$ cat src/rtl/fifo_rd_scheduler.sv
// fifo_rd_scheduler
//   Read-side scheduler for N_CH dual-clock FIFOs, entirely in the clk_rd
//   domain. Channels are granted round-robin, each grant allows up to
//   BURST_MAX reads, and the words are merged into one valid/ready stream
//   tagged with the source channel.
//
// Ports
//   clk_rd      read-domain clock shared with all FIFO read sides
//   rst         asynchronous, active-high reset
//   ch_empty    per-FIFO buf_empty (bit i = channel i, clk_rd domain)
//   ch_data     per-FIFO registered buf_out, channel i at [i*DW +: DW]
//   ch_enable   channel mask, 0 = never granted
//   ch_rd_en    per-FIFO rd_en, one-hot or zero
//   out_data    output word
//   out_ch      source channel of out_data
//   out_valid   output word valid
//   out_ready   downstream accepts when out_valid & out_ready
//   busy        burst in progress or a read in flight
//   word_count  accepted words, wraps modulo 2^16
module fifo_rd_scheduler #(
  parameter int unsigned N_CH      = 4,
  parameter int unsigned DW        = 8,
  parameter int unsigned BURST_MAX = 4,
  parameter int unsigned CHW       = 2
) (
  input  logic             clk_rd,
  input  logic             rst,
  input  logic [N_CH-1:0]  ch_empty,
  input  logic [N_CH*DW-1:0] ch_data,
  input  logic [N_CH-1:0]  ch_enable,
  output logic [N_CH-1:0]  ch_rd_en,
  output logic [DW-1:0]    out_data,
  output logic [CHW-1:0]   out_ch,
  output logic             out_valid,
  input  logic             out_ready,
  output logic             busy,
  output logic [15:0]      word_count
);

  typedef enum logic {IDLE, BURST} state_t;

  state_t          state_q, state_d;
  logic [CHW-1:0]  rr_ptr_q, rr_ptr_d;
  logic [CHW-1:0]  grant_q, grant_d;
  logic [3:0]      burst_cnt_q, burst_cnt_d;
  logic            rd_pend_q;
  logic [CHW-1:0]  rd_ch_q;
  logic [DW-1:0]   out_data_q;
  logic [CHW-1:0]  out_ch_q;
  logic            out_valid_q;
  logic [15:0]     word_count_q;

  logic [N_CH-1:0] eligible;
  logic [N_CH-1:0] rd_en;
  logic [CHW-1:0]  pick;
  logic [CHW-1:0]  cand_c;
  int unsigned     cand;
  logic [CHW-1:0]  grant_nxt;
  logic            found;
  logic            can_issue;
  logic            issue;
  logic            capture;
  logic            accept;
  logic            last_beat;
  logic [DW-1:0]   ch_word [N_CH];

  for (genvar gi = 0; gi < N_CH; gi++) begin : g_unpack
    assign ch_word[gi] = ch_data[gi*DW +: DW];
  end

  assign eligible  = ch_enable & ~ch_empty;
  assign accept    = out_valid_q & out_ready;
  assign can_issue = (!out_valid_q | out_ready) & !(rd_pend_q & out_valid_q & !out_ready);
  // A pending read whose word cannot land yet stays pending: the FIFO's
  // buf_out register holds that word until its next rd_en, and no rd_en is
  // issued while the output slot is blocked, so it is captured once free.
  assign capture   = rd_pend_q & (!out_valid_q | out_ready);
  assign grant_nxt = (grant_q == CHW'(N_CH - 1)) ? '0 : grant_q + CHW'(1);
  assign last_beat = (burst_cnt_q == 4'(BURST_MAX - 1));

  // First eligible channel searching from rr_ptr upwards, modulo N_CH.
  always_comb begin
    found  = 1'b0;
    pick   = rr_ptr_q;
    cand   = 0;
    cand_c = '0;
    for (int unsigned k = 0; k < N_CH; k++) begin
      cand   = (32'(rr_ptr_q) + k) % N_CH;
      cand_c = CHW'(cand);
      if (!found && eligible[cand_c]) begin
        found = 1'b1;
        pick  = cand_c;
      end
    end
  end

  always_comb begin
    state_d     = state_q;
    rr_ptr_d    = rr_ptr_q;
    grant_d     = grant_q;
    burst_cnt_d = burst_cnt_q;
    rd_en       = '0;
    issue       = 1'b0;
    case (state_q)
      IDLE: begin
        if (found) begin
          grant_d     = pick;
          burst_cnt_d = '0;
          state_d     = BURST;
        end
      end
      BURST: begin
        if (can_issue) begin
          if (ch_empty[grant_q] || !ch_enable[grant_q]) begin
            state_d  = IDLE;
            rr_ptr_d = grant_nxt;
          end else begin
            issue          = 1'b1;
            rd_en[grant_q] = 1'b1;
            burst_cnt_d    = burst_cnt_q + 4'd1;
            if (last_beat) begin
              state_d  = IDLE;
              rr_ptr_d = grant_nxt;
            end
          end
        end
      end
      default: state_d = IDLE;
    endcase
  end

  always_ff @(posedge clk_rd or posedge rst) begin
    if (rst) begin
      state_q     <= IDLE;
      rr_ptr_q    <= '0;
      grant_q     <= '0;
      burst_cnt_q <= '0;
    end else begin
      state_q     <= state_d;
      rr_ptr_q    <= rr_ptr_d;
      grant_q     <= grant_d;
      burst_cnt_q <= burst_cnt_d;
    end
  end

  always_ff @(posedge clk_rd or posedge rst) begin
    if (rst) begin
      rd_pend_q    <= 1'b0;
      rd_ch_q      <= '0;
      out_data_q   <= '0;
      out_ch_q     <= '0;
      out_valid_q  <= 1'b0;
      word_count_q <= '0;
    end else begin
      rd_pend_q <= issue | (rd_pend_q & !capture);
      if (issue) begin
        rd_ch_q <= grant_q;
      end
      if (capture) begin
        out_data_q  <= ch_word[rd_ch_q];
        out_ch_q    <= rd_ch_q;
        out_valid_q <= 1'b1;
      end else if (accept) begin
        out_valid_q <= 1'b0;
      end
      if (accept) begin
        word_count_q <= word_count_q + 16'd1;
      end
    end
  end

  assign ch_rd_en   = rd_en;
  assign out_data   = out_data_q;
  assign out_ch     = out_ch_q;
  assign out_valid  = out_valid_q;
  assign busy       = (state_q == BURST) | rd_pend_q;
  assign word_count = word_count_q;

endmodule

$ cat config.mk
export PLATFORM = sky130hd
export DESIGN_NAME = fifo_rd_scheduler
export DESIGN_NICKNAME = d
export VERILOG_FILES = /design/src/rtl/fifo_rd_scheduler.sv
export SDC_FILE = /design/constraint.sdc
export NUM_CORES = 1
export LEC_CHECK = 0
export CAP_MARGIN = 0
export CORE_MARGIN = 4
export CORE_UTILIZATION = 40
export DETAILED_ROUTE_END_ITERATION = 16
export PLACE_DENSITY_LB_ADDON = 0.1
export SLEW_MARGIN = 0
export SYNTH_ARGS = -nofsm -noshare
export SYNTH_HDL_FRONTEND = slang
export SYNTH_SLANG_ARGS = --single-unit
$ cat constraint.sdc
create_clock -name clk_rd -period 1.63 [get_ports clk_rd]
set_input_delay 0.2445 -clock clk_rd [delete_from_list [all_inputs] [get_ports clk_rd]]
set_output_delay 0.2445 -clock clk_rd [all_outputs]
set_load 0.01 [all_outputs]
==> out/qor.yml <==
critical_path:
  cpMostUsedCell: "sky130_fd_sc_hd__buf_6"
  ff_to_ff_start: "grant_q[0]"
  worst_setup_path_start_kind: "input port"
  worst-r2r-setup-slack_ns: -0.41
  crit_arrival_ns: 1.87
  r2r_cells: 7
  timing.critical_path.slowest_cell_delay_ns: 0.50
  critPathCaptureType: "output pin"
  timing_worst_setup_path_type: "input port to output pin"
  maximum_fanout_count_along_the_critical_path: 3
  r2r-end: "rr_ptr_q[0]"
  timing.critical_path.cells: "clkdlybuf4s50_1 -> nand2b_4 -> mux4_2 -> nor2_4 -> buf_6 -> buf_6 -> and2_4 -> buf_6"
  worst_path_max_delay_cell: "sky130_fd_sc_hd__mux4_2"
  worst_ep_required_time_ns: 1.39
  startpoint: "ch_empty[2]"
floorplan:
  die_area_um2: 6480
  die_y_extent_um: 80.5
  floorplan.core_area_um2: 5110
  initial_utilization_pct: 41.2
  die-width_um: 80.5
  io-pin-count: 75
  rows: 26
timing:
  fmax_ghz: 0.473
  finish_stage_setup_viols: 13
  timing_hold_violations_final: 0
  timing.hold.ws_ns: 0.307
  tightestPinTransition_ns: 0.403
  timing.max_slew.rel_slack_pct: 73.1
  finalWorstPathRequiredPeriod_ns: 2.11
  postLayoutSetupSlackWorst_ns: -0.483
  count_of_final_max_slew_check_failures: 0
  rsz0062_at_grt: "true"
  timing.final.crit_share_pct: 130
  final.setup_skew_ns: 0.00853
placed_design:
  io_buffer_count: 74
  pre_cts_ws_ns: -0.808
  gp_routability_congestion: 0.809
  post_dp_cell_area_um2: 3110
  dp.final_hpwl_mm: 3.79
yosys:
  yosysWarningCount: 0
  synthDominantAreaCellType: "sky130_fd_sc_hd__dfrtp_1"
  post_synth_inst_count: 173
  syn-mean-instance-area_um2: 12.2
  netlist_top_cells_count: "39 x sky130_fd_sc_hd__dfrtp_1, 13 x sky130_fd_sc_hd__mux2_2, 13 x sky130_fd_sc_hd__nand2_1, 10 x sky130_fd_sc_hd__xnor2_1"
  synth_flop_cell: "sky130_fd_sc_hd__dfrtp_1"
  synth_area_leaders: "sky130_fd_sc_hd__dfrtp_1 46%, sky130_fd_sc_hd__mux4_2 9.6%, sky130_fd_sc_hd__mux2_2 7.0%, sky130_fd_sc_hd__xnor2_1 4.2%, sky130_fd_sc_hd__ha_1 3.6%"
  synth.yosys.seq_area_share_pct: 46.4
  asyncSetResetFlopFracSynth_pct: 100
  synth_area_um2: 2100
  synth.lib_cells_used.distinct: 44
  synth_nets: 222
  synth_seq_cells: 39
  post-synth-top-area-fraction_pct: 46.4
  synth_edf_count: 0
  synth.most_common_cell: "sky130_fd_sc_hd__dfrtp_1"
clocking:
  tritoncts_clock_tree: "yes"
  clock_sink_count: 39
  root_buffer: "sky130_fd_sc_hd__clkbuf_8"
  htreeDepth: 2
  cts-buffers-inserted: 5
  clkLatencyLatePin_ns: 0.29
  clkSlewWorstSetupHoldPaths_ns: 0.07
  ctsLongestPathBuffers: 2
  hold_buffers: 0
run_status:
  outcome: "finished with violations"
  violations: "negative setup slack"
finish:
  num_antenna_cells: 0
  area.sequential_um2: 978
  n_fill_cell: 450
  drive_gt1_share_pct: 28.0
  layout-area-overhead-vs-synth_pct: 55.9
  multiInputGateArea_um2: 1120
  postLayoutCellArea_um2: 3280
  num-nets-final: 327
global_routing:
  grt_remaining_overflow: 0
  initial_antenna_violation_count: 0
  global_route.usage.total_pct: 16.2
  pin_count_of_the_biggest_net_entering_global_routing: 40
  number_of_global_route_vias_before_repair: 1767
  grt_pass1_wl_mm: 8.21
power:
  cellPowerDensity_nw_per_um2: 1380
  power.static_leakage_nw: 1.45
  irDropWorstVdd_uv: 768
route:
  drc_errors: 0
  routed_wl_mm: 4.98
  final_antenna_net_count: 0
  num_vias: 1734
  drt-wirelength-per-cell_um: 14.3
  drtPass1Iterations: 4
  drt-initial-drc-count: 40
  vias_per_cell: 4.97
run:
  cap_violations: 0
hold_path:
  hold_path.class: "input port to asynchronous set/reset pin"
## cells in the final DEF (no fill, tap or decap), drive strengths merged, types with 3 or more instances in the layout
cell type,n
and2,4
buf,32
clkbuf,6
clkdlybuf4s50,65
dfrtp,39
dlygate4sd2,3
ha,6
inv,6
mux2,15
mux4,9
nand2,13
nand2b,5
nand3,9
nand4,4
nor2,8
o21ai,3
xnor2,10
xor2,5
## per-stage QoR
stage | power (mW) | utilization [%] | cells | TNS [ns]
after floorplan | 2.74 | - | 173 | -0.715
after global placement | 3.78 | 60.9 | 336 | -7.79
after detailed placement | 3.81 | 60.9 | 336 | -8.58
after CTS | 4.56 | 63.4 | 349 | -3.75
after global routing | 4.85 | 64.2 | 349 | -4.15
final | 4.54 | 64.2 | 349 | -3.73
## cells by family after synthesis
group / after synthesis / synth area share [%]
AOI/OAI and AO/OA: 19 / 6.97
muxes: 26 / 19.0
xor gates and xnor gates: 15 / 6.25
buffers and inverters: 10 / 2.56
adders and majority gates: 6 / 3.57
and+or+nand+nor: 58 / 15.2
DFF: 39 / 46.4
## how the worst max path moves through the flow
| stage | end | slack [ns] | cells after the start |
|---|---|---|---|
| 3_3_place_gp | ch_rd_en[1] | -0.75 | 6 |
| 6_report | ch_rd_en[2] | -0.48 | 8 |
| 4_1_cts | ch_rd_en[2] | -0.50 | 7 |
| 3_5_place_dp | ch_rd_en[2] | -0.81 | 6 |
| 5_1_grt | ch_rd_en[2] | -0.51 | 7 |
| 2_1_floorplan | rr_ptr_q[0] | -0.09 | 4 |
## worst max-delay path, delay by kind of cell
family / cells / cell delay, ns
buf+inv: 4 / 0.71
simple gates: 3 / 0.41
mux: 1 / 0.50
## per-layer routing
metal | global-route usage [%] | wire [um] | part of all wire [%] | up-vias
met4 | 4.05 | 44 | 0.88 | 0
met2 | 27.7 | 2600 | 52 | 46
met5 | 0 | 0 | 0 | -
met1 | 20.7 | 2110 | 42 | 841
li1 | - | - | - | 841
met3 | 3.48 | 232 | 4.7 | 6
## power breakdown
part	internal (mW)	total, mW	switching (mW)
registers	1.29	1.58	0.290
logic	1.45	2.32	0.864
clock network	0.299	0.643	0.344
## sequential cells by signal, summed over array words and instances (netlist names)
signal	cells
word_count	16
out_data	8
burst_cnt_q	4
grant_q	2
out_ch	2
rd_ch_q	2
rr_ptr_q	2
out_valid	1
rd_pend_q	1
state_q	1
## layout make-up
class                   count  area share (%)
inverters                   6           0.687
well taps                  70            2.67
multi-input cells         124            34.3
flip-flops and latches     39            29.9
clock buffers               6            2.21
clock inverters             2           0.382
repair buffers            102            29.9
## repair_timing
item | 4_1_cts | 5_1_grt
resized for setup | 26 | 10
setup endpoints to repair | 10 | 18
pin swaps | 3 | 3
setup buffers | 6 | 1
Note: power is estimated with default switching activity, not from simulation.
